### src/rtl/integrator_pkg.sv
// Shared definitions for the integrator arbiter and the integrator core
// instantiations that sit behind it.
package integrator_pkg;

  // Default datapath widths; core instantiations use the same values.
  localparam int DEF_IN_W  = 8;
  localparam int DEF_ACC_W = 16;

  // Arbiter transaction states.
  typedef enum logic [1:0] {
    ST_IDLE    = 2'd0,
    ST_ISSUE   = 2'd1,
    ST_CAPTURE = 2'd2
  } arb_state_t;

endpackage

### src/rtl/integrator_arbiter_rr.sv
// Combinational round-robin picker. It searches upward from the requester
// after last_grant and wraps around. The last_grant register is owned by
// the parent block.
module rr_arbiter #(
  parameter  int N   = 4,
  localparam int IDW = $clog2(N)
) (
  input  logic [N-1:0]   req,
  input  logic [IDW-1:0] last_grant,
  input  logic           en,
  output logic [N-1:0]   grant,
  output logic [IDW-1:0] grant_idx,
  output logic           any_grant
);

  // Take the first requesting index after last_grant, modulo N.
  always_comb begin
    logic [IDW-1:0] idx_v;
    grant     = '0;
    grant_idx = '0;
    any_grant = 1'b0;
    idx_v     = '0;
    for (int off = 1; off <= N; off++) begin
      idx_v = IDW'((int'(last_grant) + off) % N);
      if (en && !any_grant && req[idx_v]) begin
        grant_idx = idx_v;
        any_grant = 1'b1;
      end else begin
        any_grant = any_grant;
      end
    end
    if (any_grant) begin
      grant[grant_idx] = 1'b1;
    end else begin
      grant = '0;
    end
  end

endmodule

### src/rtl/integrator_arbiter.sv
// Shares one integrator_core between N_REQ sample producers. Grants are
// round-robin. The block issues a single strobe per sample and returns
// the core result tagged with the requester id. It also keeps a sticky
// overflow bit for each requester.
module integrator_arbiter
  import integrator_pkg::*;
#(
  parameter  int N_REQ = 4,
  parameter  int IN_W  = DEF_IN_W,
  parameter  int ACC_W = DEF_ACC_W,
  localparam int ID_W  = $clog2(N_REQ)
) (
  input  logic                    clk,
  input  logic                    rst,
  input  logic                    enable,
  input  logic [N_REQ-1:0]        req_valid,
  input  logic [N_REQ*IN_W-1:0]   req_data,
  output logic [N_REQ-1:0]        req_ready,
  output logic                    core_enable,
  output logic                    core_strobe,
  output logic [IN_W-1:0]         core_sample,
  input  logic signed [ACC_W-1:0] core_acc,
  input  logic                    core_ovf,
  output logic                    res_valid,
  output logic [ID_W-1:0]         res_id,
  output logic signed [ACC_W-1:0] res_acc,
  output logic                    res_ovf,
  output logic [N_REQ-1:0]        ovf_sticky,
  input  logic [N_REQ-1:0]        ovf_clr,
  output logic                    busy
);

  arb_state_t              state_r;
  arb_state_t              state_nxt_s;
  logic [ID_W-1:0]         last_grant_r;
  logic [ID_W-1:0]         cur_id_r;
  logic [IN_W-1:0]         core_sample_r;
  logic                    res_valid_r;
  logic [ID_W-1:0]         res_id_r;
  logic signed [ACC_W-1:0] res_acc_r;
  logic                    res_ovf_r;
  logic [N_REQ-1:0]        ovf_sticky_r;

  logic                    grant_phase_s;
  logic [N_REQ-1:0]        grant_s;
  logic [ID_W-1:0]         grant_idx_s;
  logic                    any_grant_s;
  logic [IN_W-1:0]         granted_data_s;
  logic [N_REQ-1:0]        sticky_set_s;

  // Grants are possible only in IDLE or CAPTURE, while enabled and out of reset.
  always_comb begin
    grant_phase_s = 1'b0;
    if (enable && !rst && (state_r == ST_IDLE || state_r == ST_CAPTURE)) begin
      grant_phase_s = 1'b1;
    end else begin
      grant_phase_s = 1'b0;
    end
  end

  rr_arbiter #(.N(N_REQ)) u_rr (
    .req        (req_valid),
    .last_grant (last_grant_r),
    .en         (grant_phase_s),
    .grant      (grant_s),
    .grant_idx  (grant_idx_s),
    .any_grant  (any_grant_s)
  );

  assign granted_data_s = req_data[int'(grant_idx_s)*IN_W +: IN_W];

  // Next-state selection for the issue/capture handshake with the core.
  always_comb begin
    state_nxt_s = state_r;
    case (state_r)
      ST_IDLE: begin
        if (any_grant_s) state_nxt_s = ST_ISSUE;
        else             state_nxt_s = ST_IDLE;
      end
      ST_ISSUE: begin
        state_nxt_s = ST_CAPTURE;
      end
      ST_CAPTURE: begin
        if (any_grant_s) state_nxt_s = ST_ISSUE;
        else             state_nxt_s = ST_IDLE;
      end
      default: begin
        state_nxt_s = ST_IDLE;
      end
    endcase
  end

  // State register. Reset drops any in-flight sample.
  always_ff @(posedge clk) begin
    if (rst) state_r <= ST_IDLE;
    else     state_r <= state_nxt_s;
  end

  // On a grant, latch the winner's sample and id and move the rotation pointer.
  always_ff @(posedge clk) begin
    if (rst) begin
      last_grant_r  <= ID_W'(N_REQ - 1);
      cur_id_r      <= '0;
      core_sample_r <= '0;
    end else if (any_grant_s) begin
      last_grant_r  <= grant_idx_s;
      cur_id_r      <= grant_idx_s;
      core_sample_r <= granted_data_s;
    end else begin
      last_grant_r  <= last_grant_r;
      cur_id_r      <= cur_id_r;
      core_sample_r <= core_sample_r;
    end
  end

  // Register the core result in CAPTURE and present it as a one-cycle pulse.
  always_ff @(posedge clk) begin
    if (rst) begin
      res_valid_r <= 1'b0;
      res_id_r    <= '0;
      res_acc_r   <= '0;
      res_ovf_r   <= 1'b0;
    end else if (state_r == ST_CAPTURE) begin
      res_valid_r <= 1'b1;
      res_id_r    <= cur_id_r;
      res_acc_r   <= core_acc;
      res_ovf_r   <= core_ovf;
    end else begin
      res_valid_r <= 1'b0;
      res_id_r    <= res_id_r;
      res_acc_r   <= res_acc_r;
      res_ovf_r   <= res_ovf_r;
    end
  end

  // Decode which sticky bit an overflowing result should set.
  always_comb begin
    sticky_set_s = '0;
    if (res_valid_r && res_ovf_r) begin
      sticky_set_s[res_id_r] = 1'b1;
    end else begin
      sticky_set_s = '0;
    end
  end

  // Sticky overflow per requester. A set in the same cycle as a clear wins.
  always_ff @(posedge clk) begin
    if (rst) ovf_sticky_r <= '0;
    else     ovf_sticky_r <= (ovf_sticky_r & ~ovf_clr) | sticky_set_s;
  end

  assign busy        = (state_r == ST_ISSUE) || (state_r == ST_CAPTURE);
  assign core_strobe = (state_r == ST_ISSUE);
  assign core_enable = enable | busy;
  assign core_sample = core_sample_r;
  assign req_ready   = grant_s;
  assign res_valid   = res_valid_r;
  assign res_id      = res_id_r;
  assign res_acc     = res_acc_r;
  assign res_ovf     = res_ovf_r;
  assign ovf_sticky  = ovf_sticky_r;

endmodule
### config.mk
export PLATFORM = sky130hd
export DESIGN_NAME = integrator_arbiter
export DESIGN_NICKNAME = d
export VERILOG_FILES = /design/src/rtl/integrator_pkg.sv /design/src/rtl/integrator_arbiter_rr.sv /design/src/rtl/integrator_arbiter.sv
export SDC_FILE = /design/constraint.sdc
export NUM_CORES = 1
export LEC_CHECK = 0
export BUFFER_PORTS_ARGS = -buffer_cell sky130_fd_sc_hd__buf_4
export CAP_MARGIN = 20
export CORE_ASPECT_RATIO = 1.5
export CORE_MARGIN = 2
export CORE_UTILIZATION = 35
export DETAILED_ROUTE_END_ITERATION = 8
export PLACE_DENSITY = 0.74
export SYNTH_ARGS = -nofsm -noshare
export SYNTH_HDL_FRONTEND = slang
export SYNTH_SLANG_ARGS = --single-unit
### constraint.sdc
create_clock -name clk -period 3.6 [get_ports clk]
set_clock_uncertainty 0.05 [all_clocks]
set_input_delay 0.72 -clock clk [delete_from_list [all_inputs] [get_ports clk]]
set_output_delay 0.72 -clock clk [all_outputs]
set_load 0.02 [all_outputs]
==> results of run 1 <==
## kinds of logic (layout without fill, tap and decap cells)
group                      Yosys count  after routing
muxes                               19             19
and+or+nand+nor                     55             55
AOI/OAI and AO/OA                   50             50
buffers and inverters               21            120
adders and majority gates            4              4
DFF                                 38             38
## synthesized netlist by cell type, drive strengths merged
cell and number:
dfxtp 38, nor2 29, mux2i 19, inv 13, a21oi 9, a22o 8, o211ai 8, o221a 8
o31ai 8, nand2b 6, buf 5, nand2 5, ha 4, nor3 4, clkbuf 3, nor2b 3
or2 3, a21boi 2, a211o 1, a211oi 1, a21o 1, a311o 1, a31oi 1, nand4 1
nand4b 1, nor3b 1, nor4 1, o21bai 1, o311ai 1, or3 1
## power groups by stage
stage	clock, mW	combinational, mW	sequential (mW)
final	0.304	0.201	0.451
after detailed placement	0	0.202	0.461
after floorplan	0	0.0920	0.476
after CTS	0.309	0.202	0.451
after global routing	0.329	0.217	0.454
after global placement	0	0.200	0.460
## through the flow
stage          total power [mW]  util, %  area, um2
2_1_floorplan             0.568        -       1840
3_3_place_gp              0.660     51.5       2620
3_5_place_dp              0.662     51.5       2620
4_1_cts                   0.963     53.3       2710
5_1_grt                    1.00     53.3       2710
6_report                  0.956     53.3       2710
## registers in the layout, summed over array words and instances (netlist names)
register and count:
cur_id_r 2, ovf_sticky 4, state_r 2, core_sample 8, res_valid 1, last_grant_r 2
res_acc 16, res_id 2, res_ovf 1
## critical path, delay by kind of cell
family | cells | cell delay [ps]
AO/OA/AOI/OAI | 3 | 730
buffers and inverters | 2 | 400
AND/OR/NAND/NOR | 1 | 330
## worst paths after layout
check                    to  cells past startpoint  slack, ps     startpoint
max reg2reg  core_sample[4]                      7       1550     state_r[0]
max            req_ready[0]                      6        640            rst
min reg2reg   ovf_sticky[1]                      2        420  ovf_sticky[1]
min           ovf_sticky[1]                      2        420  ovf_sticky[1]
## layer usage
layer	global-route usage (%)	wire, um
met3	4.13	248
met4	5.93	62
met2	29.2	2550
met5	0	0
met1	19.6	1910
## area by class of cell
| class | count | share of cell area, % |
|---|---|---|
| timing repair buffer | 99 | 27.4 |
| clock buffer | 6 | 3.04 |
| sequential | 38 | 28.0 |
| tap | 68 | 3.14 |
| clock inverter | 2 | 0.461 |
| inverter | 13 | 1.80 |
| multi-input combinational | 128 | 36.1 |
==> results.cfg, run 1 <==
[critical_path]
critical_path.cell_chain = buf_4 > o21bai_1 > or2_1 > a21o_1 > a211oi_1 > buf_4
start_kind = input port
worst_path_largest_cell_delay_ps = 330
critical_path_required_ps = 2830
setup.worst_path.class = input port to output pin
timing.critical_path.mode_cell = buf_4
slowest_stage = or2_1
end_kind = output pin
signal_arrival_time_at_the_worst_endpoint_ps = 2190
critPathMaxFanout = 31

[cts]
clkLatencyLatePin_ps = 280
hold_buffers = 0
clockRootBuffer = clkbuf_8
clk_transition_reported_paths_ps = 80
post_cts_resize_count = 0
ctsHtreeMaxLevel = 2
clockBufferDepth = 2
cts.sink_count = 38
number_of_buffers_added_by_the_clock_tree_synthesis_step = 5
tritoncts = built
post-cts-setup-buffer-count = 0

[die]
core-area_um2 = 5080
die_y_um = 92.7
io_pins = 99
total_die_area_um2 = 5850
fp-row-count = 32
die_w_um = 63.1
initial_core_util_pct = 36.1

[sta]
fin_ws_ps = 643
max_freq_mhz = 338
worst_slew_margin_rel_pct = 46.3
final_hold_violations = 0
maxSlewViolCount = 0
grt_setup_unrepaired = no
fin_setup_tns_ps = 0
final_setup_vio_count = 0
hold-worst-slack_ps = 421
period_share_pct = 82.1
final.min_clock_period_ps = 2960
tightest_slew_ps = 802

[power]
cellLeakagePower_nw = 1.20
share_of_total_power_consumed_by_net_switching_pct = 27.4
switching_power_mw = 0.262
power.share.combinational_pct = 21.0
power.sequential.fraction_pct = 47.2
power_density_nw_per_um2 = 353
p_clk_share_pct = 31.8
ir_drop_v = 0.000154
power.internal_mw = 0.695

[finish]
antennaDiodeCount = 0
layout.area.seq_um2 = 761
final_net_count = 349
final_common_cell = buf_4
layout-area-overhead-vs-synth_pct = 47.8
drive_above_1_share_pct = 41.6
non_filler_cells_final = 354
multi_input_area_um2 = 980
fillers = 504
layout_common_cells = buf_4, dfxtp_1, nor2_1, mux2i_1, inv_1

[drt]
postRouteWirelength_mm = 4.77
routedWlPerCell_um = 13.5
drc = 0
detail_route.first_pass.iterations = 4
drtIter0Drc = 61
viasPerCell = 4.84
vias = 1714
ant_nets = 0

[synth]
synth_seq_cells = 38
post_synth_instance_area_um2 = 1840
synth_xor_xnor_area_share_pct = 0
synthAdderAreaFrac_pct = 2.73
synthDominantAreaCellType = dfxtp_1
synth-simple-area-share_pct = 15.5
largest_family_of_logic_cells_by_synthesized_area = compound AO/OA/AOI/OAI gates
synth-seq-area-share_pct = 41.4
synth.mux.area_fraction_pct = 10.4
synth.area.top_cells = dfxtp_1, mux2i_1, nor2_1, o221a_1, a22o_1
gate_count_after_technology_mapping = 187
yosysWarnings = 0
yosys.cell_types.count = 40
post-synth-top-area-fraction_pct = 41.4
total_nets_after_synthesis = 251
synth_compound_gate_area_share_pct = 24.8
syn_avg_cell_area_um2 = 9.82

[placement]
gp_routability_congestion = 0.782
dp_slack_ps = 661
estimated_wirelength_of_the_detail_placed_design_mm = 3.68
numPlacedInstances = 346
port_buffers = 98

[grt]
grt.overflow.total = 0
grt_max_degree = 32
initial_antenna_violation_count = 0
grt_pass1_wl_mm = 7.74
vias_in_the_first_global_route = 1641
gr-usage-all-layers_pct = 16.7

[flow_run]
maxCapViolations = 0

[outcome]
status = finished clean

[min_path]
path_class_of_the_lowest_slack_min_delay_path = flip-flop to flip-flop
Power figures use the tool's default switching activity.
==> run 2: changes to the inputs <==
- ABC_AREA: unset -> 1
- clock period: 3.6 -> 2.5 ns (I/O delays scaled with it)
==> run 2 against run 1 <==
Hold slack got worse by 33 ps. Sequential share of layout area fell by 5.1 points. Critical path depth up 5. Global-route usage up 0.58 points. Final area up 24%. Synthesized cell count grew 82%. Highest routed layer unchanged. The run now ends with setup timing left. Area after synthesis grew 22%. First-iteration DRC count is 61% higher.
==> results.cfg, run 2 <==
[outcome]
status = finished, violations left
violations = setup timing

[placement]
gp_routability_congestion = 0.794
estimated_wirelength_of_the_detail_placed_design_mm = 4.60
numPlacedInstances = 507
port_buffers = 98
dp_slack_ps = 82.5

[grt]
initial_antenna_violation_count = 0
grt_max_degree = 31
vias_in_the_first_global_route = 2503
grt_pass1_wl_mm = 10.2
grt.overflow.total = 0
gr-usage-all-layers_pct = 17.3

[drt]
drtIter0Drc = 98
drc = 0
postRouteWirelength_mm = 6.02
viasPerCell = 4.73
ant_nets = 0
detail_route.first_pass.iterations = 4
vias = 2476
routedWlPerCell_um = 11.5

[critical_path]
critical_path_required_ps = 1950
start_kind = flip-flop
critPathMaxFanout = 7
setup.worst_path.start = state_r[1]
end_kind = output pin
setup.worst_path.class = flip-flop to output pin
crit-reg2reg-capture = core_sample[0]
setup_slack_of_the_worst_register_to_register_path_ps = 260
endpoint = req_ready[0]
timing.reg2reg.worst_path_depth = 18
signal_arrival_time_at_the_worst_endpoint_ps = 2000
crit-reg2reg-launch = state_r[1]

[cts]
clkLatencyLatePin_ps = 290
clockRootBuffer = clkbuf_8
number_of_buffers_added_by_the_clock_tree_synthesis_step = 5
tritoncts = built
ctsHtreeMaxLevel = 2
clockBufferDepth = 2
cts.sink_count = 38
clk_transition_reported_paths_ps = 80

[power]
p_clk_share_pct = 14.2
ir_drop_v = 0.000573
power.share.combinational_pct = 60.8
power.sequential.fraction_pct = 25.0
share_of_total_power_consumed_by_net_switching_pct = 44.8
cellLeakagePower_nw = 1.88
power.internal_mw = 2.04
power_density_nw_per_um2 = 1100
switching_power_mw = 1.66
total_power_mw = 3.70

[synth]
syn_avg_cell_area_um2 = 6.55
synth.area.top_cells = dfxtp_1, inv_1, nand3_1, nand2_1, nor2_1
synthDominantAreaCellType = dfxtp_1
post_synth_instance_area_um2 = 2230
synth-seq-area-share_pct = 34.1
synth_edf_count = 0
synth_flop_cell = dfxtp_1
post-synth-top-area-fraction_pct = 34.1
asyncSetResetFlopFracSynth_pct = 0
total_nets_after_synthesis = 405
synth_seq_cells = 38
yosys.cell_types.count = 27
count_leader_synth = inv_1
yosysWarnings = 0
gate_count_after_technology_mapping = 341
synth.cells.most_frequent = inv_1, nand2_1, nand3_1

[sta]
grt_setup_unrepaired = yes
final_setup_vio_count = 4
tightest_slew_ps = 637
period_share_pct = 102
worst_slew_margin_rel_pct = 57.5
final.min_clock_period_ps = 2550
max_freq_mhz = 392
maxSlewViolCount = 0
fin_ws_ps = -47.9
final_hold_violations = 0

[finish]
largest_register_ffs = 16
layout_common_cells = buf_4, inv_1, nand2_1, nand3_1, nor2_1
final_net_count = 514
fillers = 609
layout-area-overhead-vs-synth_pct = 50.1
drive_above_1_share_pct = 39.8
final_common_cell = buf_4
fin_util_pct = 54.3
antennaDiodeCount = 0
non_filler_cells_final = 524

[min_path]
hold_path.startpoint = core_acc[13]
path_class_of_the_lowest_slack_min_delay_path = input port to flip-flop

[die]
die_w_um = 69.2
total_die_area_um2 = 7050
core-area_um2 = 6170
initial_core_util_pct = 36.2
fp-row-count = 35
io_pins = 99
die_y_um = 102

[flow_run]
maxCapViolations = 0
## run 2: area by class of cell
type                       instances  area, um2  area share, %
multi-input combinational        212       1190           35.4
sequential                        38        771           23.0
timing repair buffer             118        893           26.6
clock buffer                       6       82.6           2.46
clock inverter                     1       30.0          0.896
inverter                          75        295           8.81
tap                               74       92.6           2.76
## run 2: layer usage
layer,up-vias,GRT usage [%],share of wire (%)
li1,1258,-,-
met1,1124,16.9,37
met2,81,35.1,56
met3,13,3.35,5.4
met4,0,6.79,1.9
met5,-,0,0
## run 2: how the worst min path moves through the flow
stage          slack (ps)            end  depth (start not counted)
2_1_floorplan         380    cur_id_r[0]                          2
3_3_place_gp          410  ovf_sticky[1]                          2
3_5_place_dp          410  ovf_sticky[2]                          2
4_1_cts               380    res_acc[13]                          3
5_1_grt               390     res_acc[1]                          3
6_report              390    res_acc[13]                          3
## run 2: critical path: stages, from the launching register on
cell and delay (ps):
dfxtp_4 370, inv_4 60, ha_4 130, nor2_4 40, nor2_4 220, nand2_2 100
nor2_4 130, nand4_1 150, nand2_2 120, nand2_4 90, nor3_2 120, buf_4 170
## run 2: power by group through the flow
stage	logic [mW]	registers (mW)	clock network (mW)
finish	2.25	0.924	0.525
global route	2.47	0.946	0.570
CTS	2.09	0.922	0.541
detailed placement	1.92	0.918	0
global placement	1.88	0.920	0
floorplan	1.24	1.04	0
## run 2: logic make-up (layout without fill, tap and decap cells)
| kind of cell | Yosys count | in the layout | synth area share [%] |
|---|---|---|---|
| fa+ha+maj | 4 | 4 | 2.24 |
| buf+inv | 91 | 200 | 18.2 |
| flops | 38 | 38 | 34.1 |
| compound gates | 36 | 36 | 8.46 |
| simple gates | 172 | 172 | 37.0 |
## run 2: through the flow
stage / cell area [um2] / hold slack, ps / setup TNS (ps)
after floorplan: 2240 / 384 / 0
after global placement: 3020 / 410 / 0
after detailed placement: 3020 / 412 / 0
after CTS: 3260 / 382 / 0
after global routing: 3350 / 391 / -525
final: 3350 / 388 / -103
## run 2: what timing repair did
action	4_1_cts	5_1_grt
endpoints found under the setup margin	4	4
buffers inserted	8	2
pin swaps	9	13
resized for setup	22	17
cloned	0	0
endpoints found under the hold margin	0	0
hold buffers	0	0
==> run 3: changes to the inputs <==
- SKIP_CTS_REPAIR_TIMING: unset -> 1
- SYNTH_HIERARCHICAL: unset -> 1
==> run 3 against run 2 <==
The run still ends with setup timing left. Final area decreased by 6.3%. Utilization is 0.81 points lower. Clock-buffer cell count unchanged. Highest routed layer unchanged.
==> results.cfg, run 3 <==
[finish]
layout_common_cells = buf_4, nand2_1, nor2_1, dfxtp_1, o21ai_0
drive_above_1_share_pct = 44.6
final_common_cell = buf_4
antennaDiodeCount = 0
finish.instance_area_um2 = 3140
layout-area-overhead-vs-synth_pct = 46.4
largest_register_ffs = 16
fin_util_pct = 53.5
final_net_count = 473

[cts]
tritoncts = built
ctsHtreeMaxLevel = 2
clockBufferDepth = 2
clkLatencyLatePin_ps = 290
clk_transition_reported_paths_ps = 80
cts.sink_count = 38
number_of_buffers_added_by_the_clock_tree_synthesis_step = 5
clockRootBuffer = clkbuf_8

[outcome]
violations = setup timing
status = finished, violations left

[critical_path]
slowest_stage = dfxtp_4
start_kind = flip-flop
critical_path_required_ps = 1950
signal_arrival_time_at_the_worst_endpoint_ps = 1990
critPathMaxFanout = 7
end_kind = output pin
setup.worst_path.class = flip-flop to output pin
worst_path_largest_cell_delay_ps = 380
critical_path.cell_chain = inv_4 > ha_4 > nor2_4 > nor2_4 > buf_6 > buf_12 > nand3_4 > nand2_2 > nand2_2 > nand2_1 > nand2_1 > nand2_2 > nor2_2 > buf_6
timing.critical_path.mode_cell = nand2_2

[synth]
gate_count_after_technology_mapping = 309
syn_avg_cell_area_um2 = 6.94
largest_family_of_logic_cells_by_synthesized_area = simple AND/OR/NAND/NOR gates
total_nets_after_synthesis = 373
synth.mux.area_fraction_pct = 0
synth_edf_count = 0
synth-simple-area-share_pct = 40.0
count_leader_synth = nand2_1
synthAdderAreaFrac_pct = 2.33
synth_xor_xnor_area_share_pct = 0
synth.cells.most_frequent = nand2_1, nor2_1, dfxtp_1
post-synth-top-area-fraction_pct = 35.5
post_synth_instance_area_um2 = 2140
synth_compound_gate_area_share_pct = 11.5
synth_seq_cells = 38
synth_flop_cell = dfxtp_1
asyncSetResetFlopFracSynth_pct = 0
yosys.cell_types.count = 27
yosysWarnings = 6
synthDominantAreaCellType = dfxtp_1
synth.area.top_cells = dfxtp_1, nand2_1, nor2_1, nand2_2, o21ai_0
synth-seq-area-share_pct = 35.5

[sta]
max_freq_mhz = 394
final.min_clock_period_ps = 2540
fin_ws_ps = -36.6
grt_setup_unrepaired = yes
worst_slew_margin_rel_pct = 56.7
maxSlewViolCount = 0
final_hold_violations = 0
hold-worst-slack_ps = 375
final_setup_vio_count = 2
tightest_slew_ps = 648
period_share_pct = 101

[placement]
dpl-instance-area_um2 = 2900
estimated_wirelength_of_the_detail_placed_design_mm = 4.27
port_buffers = 98
gp_routability_congestion = 0.911

[drt]
drc = 0
detail_route.first_pass.iterations = 4
vias = 2278
routedWlPerCell_um = 11.8
postRouteWirelength_mm = 5.69
ant_nets = 0
drtIter0Drc = 75
viasPerCell = 4.73

[min_path]
path_class_of_the_lowest_slack_min_delay_path = input port to flip-flop

[power]
ir_drop_v = 0.000467
power_density_nw_per_um2 = 990
total_power_mw = 3.11
cellLeakagePower_nw = 1.55

[die]
die_y_um = 99.9
core-area_um2 = 5870
initial_core_util_pct = 36.5
fp-row-count = 34
die_w_um = 67.9
total_die_area_um2 = 6780
io_pins = 99

[flow_run]
maxCapViolations = 0

[grt]
grt_max_degree = 30
grt.overflow.total = 0
vias_in_the_first_global_route = 2092
initial_antenna_violation_count = 0
grt_pass1_wl_mm = 8.76
gr-usage-all-layers_pct = 16.6
[run 3: cell families (layout without fill, tap and decap cells)]
family / count (synthesis) / in the layout
simple gates: 183 / 183
flops: 38 / 38
fa+ha+maj: 4 / 4
compound gates: 43 / 43
buf+inv: 41 / 142
[run 3: final timing paths]
path / startpoint / to / slack (ps) / depth (start not counted)
worst min register to register: cur_id_r[0] / cur_id_r[0] / 410 / 2
worst max register to register: state_r[1] / core_sample[1] / 330 / 17
worst max-delay path: state_r[1] / req_ready[1] / -40 / 14
worst min-delay path: core_acc[5] / res_acc[5] / 380 / 3
[run 3: routing by layer]
layer	vias up	global-route usage, %	share of wire [%]
met2	69	31.1	54
met5	-	0	0
met4	0	6.15	2.3
li1	1186	-	-
met3	10	4.04	5.8
met1	1013	17.1	38
[run 3: power by group]
part	total (mW)	switching, mW	internal (mW)	leakage [nW]
Clock	0.441	0.220	0.222	0.0472
Sequential	0.839	0.0886	0.751	0.311
Combinational	1.83	1.12	0.712	1.19
Total	3.11	1.42	1.68	1.55
[run 3: critical path: cells and delay by family (launching register included)]
kind	cells	cell delay, ps
flops	1	380
buf+inv	4	410
simple gates	9	740
fa+ha+maj	1	150
[run 3: cell type report]
cell class	count	area, um2
Multi-Input combinational cell	230	1230
Inverter	25	106
Clock buffer	6	82.6
Tap cell	72	90.1
Clock inverter	2	12.5
Sequential cell	38	771
Fill cell	616	2730
Timing Repair Buffer	109	850
[run 3: metrics by stage]
stage	std cells	setup TNS, ps	worst slack (ps)
finish	482	-68.4	-36.6
global route	482	-427	-141
CTS	478	-401	-119
detailed placement	470	0	113
global placement	470	0	186
floorplan	309	-59.9	-29.9
